<file path="src/rtl/vga_timing_pkg.sv">
// 640x480@60 timing constants shared by the VGA generator and the receive-side
// monitor, plus the monitor's lock FSM encoding.
package vga_timing_pkg;

    localparam int H_TOTAL    = 1600;
    localparam int H_SYNC     = 192;
    localparam int H_BACK     = 96;
    localparam int H_ACTIVE   = 1280;
    localparam int V_TOTAL    = 525;
    localparam int V_SYNC     = 2;
    localparam int V_BACK     = 33;
    localparam int V_ACTIVE   = 480;
    localparam int LOCK_LINES = 4;

    localparam int H_CNT_W = 11;
    localparam int V_CNT_W = 10;

    typedef enum logic [1:0] {
        SEARCH = 2'd0,
        VERIFY = 2'd1,
        LOCKED = 2'd2
    } lock_state_t;

endpackage

</file>
<file path="src/rtl/sync_edge_detect.sv">
// Two-flop synchronizer for an asynchronous sync input, followed by registered
// single-cycle fall/rise pulses (3 cycles after the input edge).
module sync_edge_detect (
    input  logic clk_i,
    input  logic rst_i,
    input  logic d_i,
    output logic fall_o,
    output logic rise_o
);

    logic meta_q;
    logic sync_q;
    logic prev_q;
    logic fall_q;
    logic rise_q;

    always_ff @(posedge clk_i) begin
        if (rst_i) begin
            // NOTE: sync flops reset to the idle-high level so reset release never fakes an edge.
            meta_q <= 1'b1;
            sync_q <= 1'b1;
            prev_q <= 1'b1;
            fall_q <= 1'b0;
            rise_q <= 1'b0;
        end else begin
            meta_q <= d_i;
            sync_q <= meta_q;
            prev_q <= sync_q;
            fall_q <= prev_q & ~sync_q;
            rise_q <= ~prev_q & sync_q;
        end
    end

    assign fall_o = fall_q;
    assign rise_o = rise_q;

endmodule

</file>
<file path="src/rtl/vga_sync_monitor.sv">
// Receive-side VGA timing monitor: locks to incoming hsync/vsync, recovers pixel
// coordinates and a video-active flag, and flags line/frame timing violations.
module vga_sync_monitor #(
    parameter int H_TOTAL    = vga_timing_pkg::H_TOTAL,
    parameter int H_SYNC     = vga_timing_pkg::H_SYNC,
    parameter int H_BACK     = vga_timing_pkg::H_BACK,
    parameter int H_ACTIVE   = vga_timing_pkg::H_ACTIVE,
    parameter int V_TOTAL    = vga_timing_pkg::V_TOTAL,
    parameter int V_SYNC     = vga_timing_pkg::V_SYNC,
    parameter int V_BACK     = vga_timing_pkg::V_BACK,
    parameter int V_ACTIVE   = vga_timing_pkg::V_ACTIVE,
    parameter int LOCK_LINES = vga_timing_pkg::LOCK_LINES
) (
    input  logic       Clk,
    input  logic       Reset,
    input  logic       hsync_in,
    input  logic       vsync_in,
    output logic       locked,
    output logic       frame_valid,
    output logic       video_on,
    output logic [9:0] pixel_x,
    output logic [9:0] pixel_y,
    output logic       frame_start,
    output logic       h_err,
    output logic       v_err
);

    import vga_timing_pkg::lock_state_t;
    import vga_timing_pkg::SEARCH;
    import vga_timing_pkg::VERIFY;
    import vga_timing_pkg::LOCKED;

    localparam logic [10:0] H_CNT_MAX   = '1;
    localparam logic [9:0]  V_CNT_MAX   = '1;
    localparam logic [10:0] H_SYNC_END  = 11'(H_SYNC - 1);
    localparam logic [10:0] H_LINE_END  = 11'(H_TOTAL - 1);
    localparam logic [10:0] H_ACT_START = 11'(H_SYNC + H_BACK);
    localparam logic [10:0] H_ACT_END   = 11'(H_SYNC + H_BACK + H_ACTIVE);
    localparam logic [9:0]  V_FRAME_END = 10'(V_TOTAL - 1);
    localparam logic [9:0]  V_ACT_START = 10'(V_SYNC + V_BACK);
    localparam logic [9:0]  V_ACT_END   = 10'(V_SYNC + V_BACK + V_ACTIVE);
    localparam logic [2:0]  GOOD_LAST   = 3'(LOCK_LINES - 1);

    logic hs_fall;
    logic hs_rise;
    logic vs_fall;
    logic vs_rise_unused;

    sync_edge_detect u_hsync (
        .clk_i  (Clk),
        .rst_i  (Reset),
        .d_i    (hsync_in),
        .fall_o (hs_fall),
        .rise_o (hs_rise)
    );

    sync_edge_detect u_vsync (
        .clk_i  (Clk),
        .rst_i  (Reset),
        .d_i    (vsync_in),
        .fall_o (vs_fall),
        .rise_o (vs_rise_unused)
    );

    lock_state_t state_q;
    logic [10:0] h_cnt_q, h_cnt_d;
    logic [9:0]  v_cnt_q, v_cnt_d;
    logic [2:0]  good_cnt_q;
    logic        width_ok_q;
    logic        locked_q;
    logic        frame_valid_q;
    logic        v_seen_q;
    logic        frame_start_q;
    logic        h_err_q;
    logic        v_err_q;
    logic        video_on_q, video_on_d;
    logic [9:0]  pixel_x_q, pixel_x_d;
    logic [9:0]  pixel_y_q, pixel_y_d;

    logic h_timeout;
    logic period_ok;
    logic h_active;
    logic v_active;

    assign h_timeout = (h_cnt_q == H_CNT_MAX);
    assign period_ok = (h_cnt_q == H_LINE_END) && width_ok_q;

    always_comb begin
        h_cnt_d = h_cnt_q;
        if (hs_fall) begin
            h_cnt_d = '0;
        end else if (!h_timeout) begin
            h_cnt_d = h_cnt_q + 11'd1;
        end

        v_cnt_d = v_cnt_q;
        if (vs_fall) begin
            v_cnt_d = '0;
        end else if (hs_fall && (v_cnt_q != V_CNT_MAX)) begin
            v_cnt_d = v_cnt_q + 10'd1;
        end

        h_active   = (h_cnt_q >= H_ACT_START) && (h_cnt_q < H_ACT_END);
        v_active   = (v_cnt_q >= V_ACT_START) && (v_cnt_q < V_ACT_END);
        video_on_d = locked_q && frame_valid_q && h_active && v_active;
        pixel_x_d  = '0;
        pixel_y_d  = '0;
        if (video_on_d) begin
            pixel_x_d = 10'((h_cnt_q - H_ACT_START) >> 1);
            pixel_y_d = 10'({1'b0, v_cnt_q} - {1'b0, V_ACT_START});
        end
    end

    always_ff @(posedge Clk) begin
        if (Reset) begin
            state_q       <= SEARCH;
            h_cnt_q       <= '0;
            v_cnt_q       <= '0;
            good_cnt_q    <= '0;
            width_ok_q    <= 1'b0;
            locked_q      <= 1'b0;
            frame_valid_q <= 1'b0;
            v_seen_q      <= 1'b0;
            frame_start_q <= 1'b0;
            h_err_q       <= 1'b0;
            v_err_q       <= 1'b0;
            video_on_q    <= 1'b0;
            pixel_x_q     <= '0;
            pixel_y_q     <= '0;
        end else begin
            h_cnt_q       <= h_cnt_d;
            v_cnt_q       <= v_cnt_d;
            video_on_q    <= video_on_d;
            pixel_x_q     <= pixel_x_d;
            pixel_y_q     <= pixel_y_d;
            frame_start_q <= vs_fall;
            h_err_q       <= 1'b0;
            v_err_q       <= 1'b0;

            if (hs_rise) begin
                width_ok_q <= (h_cnt_q == H_SYNC_END);
            end

            // Frame-length check only counts once a previous vsync was seen under lock.
            if (vs_fall && locked_q) begin
                v_seen_q <= 1'b1;
                if (v_seen_q) begin
                    if (v_cnt_q == V_FRAME_END) begin
                        frame_valid_q <= 1'b1;
                    end else begin
                        frame_valid_q <= 1'b0;
                        v_err_q       <= 1'b1;
                    end
                end
            end

            // NOTE: the last non-blocking assignment wins, so loss of lock below overrides the frame update above.
            case (state_q)
                SEARCH: begin
                    if (hs_fall) begin
                        state_q    <= VERIFY;
                        good_cnt_q <= '0;
                    end
                end
                VERIFY: begin
                    if (hs_fall) begin
                        if (!period_ok) begin
                            good_cnt_q <= '0;
                        end else if (good_cnt_q == GOOD_LAST) begin
                            state_q    <= LOCKED;
                            locked_q   <= 1'b1;
                            good_cnt_q <= '0;
                        end else begin
                            good_cnt_q <= good_cnt_q + 3'd1;
                        end
                    end else if (h_timeout) begin
                        state_q <= SEARCH;
                    end
                end
                LOCKED: begin
                    if ((hs_fall && !period_ok) || (!hs_fall && h_timeout)) begin
                        state_q       <= SEARCH;
                        h_err_q       <= 1'b1;
                        locked_q      <= 1'b0;
                        frame_valid_q <= 1'b0;
                        v_seen_q      <= 1'b0;
                    end
                end
                default: begin
                    state_q <= SEARCH;
                end
            endcase
        end
    end

    assign locked      = locked_q;
    assign frame_valid = frame_valid_q;
    assign video_on    = video_on_q;
    assign pixel_x     = pixel_x_q;
    assign pixel_y     = pixel_y_q;
    assign frame_start = frame_start_q;
    assign h_err       = h_err_q;
    assign v_err       = v_err_q;

endmodule

</file>
<file path="config.mk">
export PLATFORM = sky130hd
export DESIGN_NAME = vga_sync_monitor
export DESIGN_NICKNAME = d
export VERILOG_FILES = /design/src/rtl/vga_timing_pkg.sv /design/src/rtl/sync_edge_detect.sv /design/src/rtl/vga_sync_monitor.sv
export SDC_FILE = /design/constraint.sdc
export NUM_CORES = 1
export LEC_CHECK = 0
export CAP_MARGIN = 20
export CORE_ASPECT_RATIO = 0.7
export CORE_MARGIN = 1.5
export CORE_UTILIZATION = 45
export DETAILED_ROUTE_END_ITERATION = 8
export GPL_TIMING_DRIVEN = 0
export PLACE_DENSITY = 0.66
export SYNTH_ARGS = -nofsm -noshare
export SYNTH_HDL_FRONTEND = slang
export SYNTH_SLANG_ARGS = --single-unit
</file>
<file path="constraint.sdc">
create_clock -name Clk -period 2.2 [get_ports Clk]
set_input_delay 0.66 -clock Clk [delete_from_list [all_inputs] [get_ports Clk]]
set_output_delay 0.66 -clock Clk [all_outputs]
set_load 0.01 [all_outputs]
</file>
==> summary.md, run 1 <==
| Metric | Value |
|---|---|
| Ys async rst share | 0% |
| Largest net degree at the start of global routing | 11 |
| Root buf cell | clkbuf_8 |
| Worst hold path depth | 1 |
| Die extent in y | ~69 µm |
| Max IR drop VDD | 0.383 mV |
| CP cell instances | ha_1, buf_2, o41ai_2, a21o_1, a221o_1, buf_2, nor2_1 |
| Post-layout worst setup margin | approximately 0.20 ns |
| Pleak | roughly 1.3 nW |
| Startpoint types | register |
| Hold Path End | u_hsync.sync_q |
| Final Slew Violations | 0 |
| Met2 usage | about a quarter |
| Synth Instances | roughly 310 |
| Hold Crit Start | u_hsync.meta_q |
| First-pass GRT wire length | ~9100 µm |
| Worst-Margin Slew | roughly 0.63 ns |
| Final hold violation count | 0 |
| Die width | approximately 97 µm |
| Vias in the first global route | between 1.5k and 2k |
| CP Buf/Inv Count | 2 |
| Final wirelength | ~5500 µm |
| Post-Place Worst Slack | -0.323 ns |
| Sw power | around 0.00046 W |
| Worst r2r path cells | 7 |
| Area of placed instances | 3140 µm² |
| Primary FF master, synth | dfxtp_1 |
| Wire length per cell | ~13 µm |
| Slew HR | ~57% |
| Worst Path Required | about 2.4 ns |
| CP Capture Type | register |
| Slowest CP cell | o41ai_2 |
| Final period util | 91.0% |
| HPWL Detailed | a little under 4000 µm |
| Sequential share of the synthesized area | between 40 and 50% |
| DR vias | 2,238 |
| TritonCTS clock tree | done |
| Synthesized flop and latch total | 63 |
| Critical path's largest stage delay | 0.41 ns |
| DRT iter0 DRCs | 117 |
| H-tree depth | 3 |
| Vias per cell | around 5.2 |
| Warnings, synthesis | 0 |
| Cts hold-fix bufs | 0 |
| Mapped Area | 2760 µm² |
| Crit path kind | reg -> reg |
| Seq pwr share | between 50% and 60% |
| Number of synthesized flops with an enable pin | 0 |
| Clk network pwr share | between 40 and 50% |
| DRT Pass-1 Iters | 4 |
| Tmin final | about 2 ns |
| R2r setup slk | 0.20 ns |
| Yosys cell types | 50 |
| Worst-path clk slew | about 0.070 ns |
| Endpoints failing setup | 0 |
| Crit-path max FO | 10 |
| Reg-to-Reg End | pixel_y[4] |
| Multi-input gate area | 1330 µm² |
| CTS max path bufs | 2 |
| Syn Area/Cell | 8.79 µm² |
| CP startpoint | v_cnt_q[0] |
| Clk_lat worst skew | 0.34 ns |
| Die area | around 6600 µm² |
| Internal Power | 0.00171 W |
| Net Sw Frac | a little over a fifth |
| Final hold slack | about 0.4 ns |
| Max_cap viols | 0 |
| Logic pwr share | under 10% |
| Met3 Track Usage GR | ~6.3% |
| Crit path max-delay family | compound AO/OA/AOI/OAI gates |
| Worst path most repeated cell | buf_2 |
| Fin area | 3320 µm² |
| Worst Skew | ~0.0064 ns |
| Fill cells | about 540 |
| ANT nets after route | 0 |
| CP Data Arrival Time | approximately 2.2 ns |
| Syn_nets | around 330 |
| Initial antenna violation count | 0 |
| Util after Layout | between 50% and 60% |
| DRC errors left | 0 |
| GRT Total Usage | 18.7% |
| Origin of the critical flop-to-flop path | v_cnt_q[0] |
| Remaining global-route overflow | 0 |
| Starting utilization of the core area | 47.5% |
| Port-buffer cells | 29 |
| Core area | slightly below 6000 µm² |
| CTS Buf Count | 9 |
| Total number of clock tree sinks | 63 |
| Pwr/cell area | 652 nW/µm² |
| Post-CTS setup buffer count | 0 |
| N_diodes | 0 |
| Io pins | 30 |
| Syn-to-layout area delta | 20.5% |
| Routability cong. | roughly 0.80 |
| Unrepaired setup endpoints after global routing | no |
| Status | completed |
| Worst min-delay path class | reg -> reg |
| Share of layout cells above drive strength 1 | 12.1% |
| Post-CTS sizing | 0 |
| Cell Rows | 23 |
| Achievable Freq | 0.500 GHz |
| Top Usage Layer GRT | met2 |
| Met1 Resource Use GR | around 26% |
| Fin nets | 365 |
| Reg area | ~1300 µm² |
## registers in the layout (all words and copies together) (netlist names), 2 cells and up
signal,flops
good_cnt_q,3
v_cnt_q,10
state_q,2
h_cnt_q,11
pixel_y,10
pixel_x,10
## worst reg2reg max path, cell delays in order (launching register included)
cell     delay, ns
dfxtp_1       0.38
ha_1          0.23
buf_2         0.19
o41ai_2       0.41
a21o_1        0.21
a221o_1       0.17
buf_2         0.22
nor2_1        0.07
## stage by stage
step	std cells	total power, W	TNS [ns]
floorplan	314	0.00123	0
global placement	418	0.00125	-2.17
detailed placement	418	0.00125	-1.99
CTS	432	0.00220	0
global route	431	0.00226	0
finish	431	0.00217	0
## placed cells by master (no fill, tap or decap), drive strengths merged, types with 2 or more instances in the layout
cell type	Yosys	layout
nor2	41	41
a21oi	17	17
o21ai	8	8
and3	4	4
nor4	4	4
nor3	11	11
clkinv	0	2
mux2i	2	2
nand4b	2	2
nand3	17	17
o211ai	2	2
xnor2	12	12
o31a	2	2
nor2b	5	5
dfxtp	63	63
inv	17	17
clkbuf	9	18
nand4	8	8
or2	8	8
o31ai	3	3
nand2	15	15
or3	4	4
nor4b	2	2
xor2	3	3
a31oi	5	5
ha	8	8
and4b	2	2
o41ai	2	2
buf	14	14
nand2b	4	4
clkdlybuf4s50	0	29
nor3b	3	3
## how the worst max path moves through the flow
stage	endpoint	slack, ns	cells after the start
6_report	pixel_y[4]	0.20	7
5_1_grt	pixel_y[3]	0.05	7
4_1_cts	state_q[1]	0.05	6
3_5_place_dp	state_q[1]	-0.32	6
3_3_place_gp	state_q[1]	-0.33	6
2_1_floorplan	pixel_x[8]	0.49	7
## routing by layer
metal / up-vias / wire length [µm]
met2: 63 / 2170
met3: 4 / 391
li1: 1167 / -
met5: - / 0
met1: 1004 / 2890
met4: 0 / 40
## layout make-up
cell class | count | area share (%)
multi-input combinational | 211 | 40.0
sequential | 63 | 37.9
timing repair buffer | 29 | 8.73
clock buffer | 10 | 4.14
buffer | 22 | 3.05
tap | 75 | 2.82
inverter | 17 | 1.92
clock inverter | 4 | 1.43
## Yosys cell counts (3+ instances only)
master	instances	area [µm²]
xor2_1	3	26.3
a21oi_1	17	85.1
nand4_1	8	50.1
nor2b_1	5	31.3
dfxtp_1	63	1260
inv_1	17	63.8
and3_1	4	25.0
o31ai_1	3	22.5
nand3_1	16	80.1
ha_1	8	100
nand2b_1	4	25.0
nor4_1	4	25.0
xnor2_1	12	105
or3_1	4	25.0
or2_2	8	50.1
a31oi_1	5	31.3
o21ai_0	8	40.0
buf_2	14	70.1
clkbuf_1	8	30.0
nand2_1	15	56.3
nor2_1	41	154
nor3b_1	3	22.5
nor3_1	11	55.1
## logic make-up (layout without fill, tap and decap cells)
| kind of cell | Yosys count | count (layout) | synth area share (%) |
|---|---|---|---|
| xor gates and xnor gates | 15 | 15 | 4.76 |
| muxes | 2 | 2 | 0.726 |
| buffers and inverters | 40 | 82 | 6.12 |
| AOI/OAI and AO/OA | 51 | 51 | 13.2 |
| DFF | 63 | 63 | 45.7 |
| and+or+nand+nor | 135 | 135 | 25.9 |
| adders and majority gates | 8 | 8 | 3.63 |
## power groups by stage
stage / clock network, W / registers [W] / logic [W]
floorplan: 0 / 0.00119 / 0.0000396
global placement: 0 / 0.00119 / 0.0000573
detailed placement: 0 / 0.00119 / 0.0000573
CTS: 0.000974 / 0.00116 / 0.0000575
global route: 0.00103 / 0.00117 / 0.0000648
finish: 0.000947 / 0.00117 / 0.0000566
No activity file was read; power rests on OpenSTA's default activity.
==> run 2, diff against run 1 <==
- REMOVE_ABC_BUFFERS: default -> 1
==> run 2 against run 1 <==
Die area stayed put. Via count decreased by 3.1%. Count of clock-buffer cells in the layout did not move. Clock power increased by 29%. Core utilization fell by 0.54 points. Critical endpoint is now pixel_x[7]. Largest power group is now the clock network. First-iteration DRC count increased by 57%. Combinational power shrank 10%.
==> summary.md, run 2 (synthesized netlist as in run 1, its figures left out) <==
| Metric | Value |
|---|---|
| Post-layout worst setup margin | 0.166 ns |
| Core area | a little under 6000 µm² |
| DRT Pass-1 Iters | 4 |
| Initial antenna violation count | 0 |
| DRC errors left | 0 |
| Syn-to-layout area delta | 19.4% |
| Wire length per cell | 12.6 µm |
| Clk_lat worst skew | roughly 0.35 ns |
| Seq pwr share | approximately 48% |
| Io pins | 30 |
| Max_cap viols | 0 |
| Status | completed |
| ANT nets after route | 0 |
| Commonest cells after routing, fill and taps aside | dfxtp_1 (63), nor2_1 (41), clkdlybuf4s50_1 (28) |
| Total number of clock tree sinks | 63 |
| Clk network pwr share | about half |
| CP Capture Type | register |
| Startpoint types | register |
| Cell Rows | 23 |
| HPWL Detailed | around 3600 µm |
| Crit-path max FO | 21 |
| CP Data Arrival Time | around 2.3 ns |
| First-pass GRT wire length | around 8800 µm |
| CTS Buf Count | 9 |
| Non-filler cells, final | just over 400 |
| Biggest register | h_cnt_q |
| Worst-Margin Slew | 0.667 ns |
| Max reg flops | 11 |
| Origin of the critical flop-to-flop path | v_cnt_q[0] |
| GRT Total Usage | ~18% |
| Fill cells | 514 |
| Die area | 6620 µm² |
| Fin nets | about 340 |
| Port-buffer cells | 29 |
| Internal Power | 0.00195 W |
| Worst hold path depth | 2 |
| Starting utilization of the core area | ~47% |
| Largest net degree at the start of global routing | 23 |
| Net Sw Frac | approximately 20% |
| DRT iter0 DRCs | ~180 |
| DR vias | approximately 2.2k |
| Worst-path clk slew | 0.07 ns |
| Final period util | between 90% and 100% |
| Hold Crit Start | u_vsync.prev_q |
| CTS max path bufs | 2 |
| Share of layout cells above drive strength 1 | 9.79% |
| Most common cell after layout, fill and taps aside | dfxtp_1 |
| Max IR drop VDD | roughly 0.42 mV |
| Worst Skew | approximately 0.0084 ns |
| Worst r2r path cells | 5 |
| Unrepaired setup endpoints after global routing | no |
| Placed cells | just under 400 |
| Crit path kind | reg -> reg |
| Post-Place Worst Slack | -0.587 ns |
| Tmin final | ~2 ns |
| N_diodes | 0 |
| H-tree depth | 3 |
| Final Slew Violations | 0 |
| Final hold violation count | 0 |
| Root buf cell | clkbuf_8 |
| Final wirelength | 5170 µm |
| Pwr/cell area | around 740 nW/µm² |
| Pleak | around 1.2 nW |
| Vias per cell | approximately 5.3 |
| Worst min-delay path class | reg -> reg |
| Logic pwr share | approximately 2.1% |
| Achievable Freq | a little under 0.5 GHz |
| Routability cong. | between 0.8 and 0.9 |
| R2r setup slk | 0.17 ns |
| Die extent in y | a little under 70 µm |
| Worst Path Required | 2.47 ns |
| Slew HR | 55.5% |
| Hold Path End | u_vsync.fall_o |
| Remaining global-route overflow | 0 |
| TritonCTS clock tree | done |
| Vias in the first global route | ~1.8k |
| Sw power | between 0.0004 and 0.0005 W |
| Die width | 96.6 µm |
| Reg-to-Reg End | pixel_x[7] |
| Post-CTS setup buffer count | 0 |
| Endpoints failing setup | 0 |
## run 2: cell types whose count changed in the layout (fill, tap and decap cells not counted), sizes merged
| cell | delta |
|---|---|
| buf | -13 |
| clkbuf | -8 |
| bufinv | +2 |
| clkdlybuf4s50 | -1 |
| dlygate4sd2 | +1 |
## run 2: stage by stage
| stage | hold WS (ns) | util (%) | setup TNS [ns] | instance area (µm²) | power (W) |
|---|---|---|---|---|---|
| finish | 0.408 | 56.7 | 0 | 3290 | 0.00244 |
| floorplan | 0.389 | - | 0 | 2650 | 0.00122 |
| global placement | 0.393 | 52.3 | -13.94 | 3040 | 0.00124 |
| CTS | 0.412 | 56.6 | 0 | 3290 | 0.00247 |
| detailed placement | 0.397 | 52.4 | -13.62 | 3050 | 0.00124 |
| global route | 0.423 | 56.7 | 0 | 3290 | 0.00253 |
## run 2: worst max path at each step
| stage | startpoint | to | slack [ns] |
|---|---|---|---|
| floorplan | h_cnt_q[1] | locked | 0.28 |
| global placement | Reset | pixel_x[7] | -0.57 |
| detailed placement | Reset | pixel_x[7] | -0.59 |
| CTS | v_cnt_q[0] | pixel_x[7] | 0.07 |
| global route | Reset | pixel_x[7] | 0.008 |
| finish | v_cnt_q[0] | pixel_x[7] | 0.17 |
## run 2: layout make-up
class	count	area [µm²]	area share, %
multi-input cells	211	1330	40.5
clock inverters	6	108	3.27
flip-flops and latches	63	1260	38.3
repair buffers	30	297	9.00
well taps	75	93.8	2.85
clock buffers	10	138	4.18
inverters	17	63.8	1.94
## run 2: worst max-delay path, cell delays in order (launching register included)
cell and delay (ns):
dfxtp_1 0.46, ha_2 0.37, o41ai_2 0.13, a21o_1 0.23, a221o_2 0.52, nor3_1 0.23
## run 2: power by group through the flow
stage	Clock [W]	Sequential [W]	Combinational, W
after floorplan	0	0.00119	0.0000324
after global placement	0	0.00119	0.0000509
after detailed placement	0	0.00119	0.0000517
after CTS	0.00125	0.00117	0.0000513
after global routing	0.00130	0.00117	0.0000598
final	0.00122	0.00117	0.0000509
## run 2: layer usage
metal | track usage (%) | vias up | part of all wire, %
met4 | 8.15 | 0 | 1.9
li1 | - | 1127 | -
met1 | 25.1 | 955 | 53
met2 | 25.0 | 74 | 39
met3 | 6.58 | 12 | 6.8
met5 | 0 | - | 0
## run 2: what timing repair did
action | 4_1_cts | 5_1_grt
hold buffers | 0 | 0
resized for setup | 2 | 1
setup endpoints to repair | 21 | 1
==> run 3, diff against run 2 <==
- CORE_MARGIN: 1.5 -> default
==> run 3 against run 2 <==
Total power shrank 8.4%. First-iteration DRC count shrank 17%. Sequential power is essentially flat. Cell count is the same. Combinational power grew 2%.
==> summary.md, run 3 (synthesized netlist as in run 1, its figures left out) <==
| Metric | Value |
|---|---|
| Final wirelength | 5270 µm |
| Total number of clock tree sinks | between 60 and 70 |
| Initial antenna violation count | 0 |
| Clk_lat worst skew | around 0.33 ns |
| DRC errors left | 0 |
| Clk network pwr share | roughly 45% |
| DRT Pass-1 Iters | 4 |
| Reg-to-Reg End | pixel_x[7] |
| Hold Crit Start | u_vsync.prev_q |
| Die area | between 6000 and 7000 µm² |
| Total power | roughly 0.0022 W |
| TritonCTS clock tree | done |
| Routability cong. | 0.811 |
| Core area | between 5000 and 6000 µm² |
| Die width | 95.6 µm |
| Remaining global-route overflow | 0 |
| Reg area | approximately 1300 µm² |
| Die extent in y | about 68 µm |
| Net Sw Frac | between 10% and 20% |
| Crit-path max FO | 21 |
| Worst Path Required | 2.44 ns |
| Multi-input gate area | approximately 1300 µm² |
| Crit path max-delay family | compound AO/OA/AOI/OAI gates |
| Status | completed |
| Fin nets | ~340 |
| Max IR drop VDD | about 0.48 mV |
| Post-route setup TNS | 0 ns |
| Critical path's largest stage delay | a little over 0.5 ns |
| H-tree depth | 3 |
| Share of layout cells above drive strength 1 | under 10% |
| ANT nets after route | 0 |
| Cell Rows | 23 |
| First-pass GRT wire length | between 8000 and 9000 µm |
| Crit path kind | reg -> reg |
| Sw power | approximately 0.00045 W |
| Logic pwr share | about 2.3% |
| DR vias | ~2.2k |
| CTS Buf Count | 9 |
| CP cell instances | ha_2, o41ai_2, a21o_1, a221o_2, nor3_1 |
| Achievable Freq | roughly 0.50 GHz |
| CTS max path bufs | 2 |
| GRT Total Usage | between 10% and 20% |
| Io pins | 30 |
| Worst r2r path cells | 5 |
| Final Slew Violations | 0 |
| CP Buf/Inv Count | 0 |
| Seq pwr share | between 50 and 60% |
| Startpoint types | register |
| Unrepaired setup endpoints after global routing | no |
| Root buf cell | clkbuf_8 |
| Internal Power | 0.00179 W |
| Commonest cells after routing, fill and taps aside | dfxtp_1 (63), nor2_1 (41), clkdlybuf4s50_1 (28) |
| Worst path depth | 5 |
| CP Capture Type | register |
| Slowest CP cell | a221o_2 |
| Worst-Margin Slew | 0.679 ns |
| Syn-to-layout area delta | 18.0% |
| Slew HR | between 50% and 60% |
| Vias in the first global route | 1,871 |
| Worst Skew | between 0.007 and 0.008 ns |
| Most common cell after layout, fill and taps aside | dfxtp_1 |
| Largest net degree at the start of global routing | 23 |
| Worst-path clk slew | around 0.07 ns |
| Hold Path End | u_vsync.fall_o |
| Starting utilization of the core area | 47.5% |
| HPWL Detailed | 3710 µm |
| Final hold slack | just over 0.4 ns |
| N_diodes | 0 |
| Worst hold path depth | 2 |
| Origin of the critical flop-to-flop path | v_cnt_q[1] |
| Final period util | between 90% and 100% |
| Cts hold-fix bufs | 0 |
| CP Data Arrival Time | between 2 and 2.5 ns |
| Pleak | ~1.2 nW |
| Biggest register | h_cnt_q |
| Max_cap viols | 0 |
| Final hold violation count | 0 |
| R2r setup slk | 0.19 ns |
| Port-buffer cells | 29 |
| Max reg flops | 11 |
| Vias per cell | around 5.3 |
| Wire length per cell | 12.8 µm |
| Post-CTS setup buffer count | 0 |
| Tmin final | around 2.0 ns |
| DRT iter0 DRCs | approximately 150 |
| Fill cells | about 540 |
| Worst min-delay path class | reg -> reg |
| Endpoints failing setup | 0 |
| Pwr/cell area | 686 nW/µm² |
run 3: cell type report:
| type | instances | share of cell area (%) |
|---|---|---|
| clock buffers | 13 | 5.19 |
| well taps | 75 | 2.88 |
| repair buffers | 30 | 9.10 |
| inverters | 17 | 1.96 |
| clock inverters | 3 | 1.23 |
| flip-flops and latches | 63 | 38.7 |
| multi-input cells | 211 | 40.9 |
run 3: layer usage:
metal	share of wire (%)	GRT usage, %
met5	0	0
met4	0.49	7.84
met3	5.3	6.42
met2	41	26.2
met1	53	25.9
run 3: how the worst max path moves through the flow:
stage / from / to / slack (ns)
final: v_cnt_q[1] / pixel_x[7] / 0.19
after floorplan: h_cnt_q[1] / locked / 0.28
after CTS: v_cnt_q[1] / pixel_x[7] / 0.07
after global placement: Reset / pixel_x[7] / -0.57
after detailed placement: Reset / pixel_x[7] / -0.58
after global routing: v_cnt_q[0] / pixel_x[7] / 0.06
run 3: power groups by stage:
stage	registers, W	logic [W]	clock network [W]
6_report	0.00117	0.0000520	0.00101
5_1_grt	0.00117	0.0000608	0.00110
4_1_cts	0.00117	0.0000527	0.00105
3_5_place_dp	0.00119	0.0000530	0
3_3_place_gp	0.00119	0.0000526	0
2_1_floorplan	0.00119	0.0000324	0
run 3: through the flow:
| stage | setup WS (ns) | instance area, µm² | utilization [%] | instances |
|---|---|---|---|---|
| 4_1_cts | 0.0747 | 3250 | 56.0 | 412 |
| 2_1_floorplan | 0.284 | 2650 | - | 291 |
| 6_report | 0.188 | 3260 | 56.0 | 412 |
| 3_3_place_gp | -0.573 | 3040 | 52.3 | 395 |
| 5_1_grt | 0.0600 | 3260 | 56.0 | 412 |
| 3_5_place_dp | -0.581 | 3050 | 52.4 | 396 |
run 3: repair_timing:
item                       CTS  global route
setup endpoints to repair   21             1
cloned                       0             0
gates resized for setup      2             1
run 3: tightest hold or removal path, delay by kind of cell, from the launching register on:
family                 cells  cell delay, ns
buffers and inverters      1            0.04
flip-flops                 1            0.30
AND/OR/NAND/NOR            1            0.03
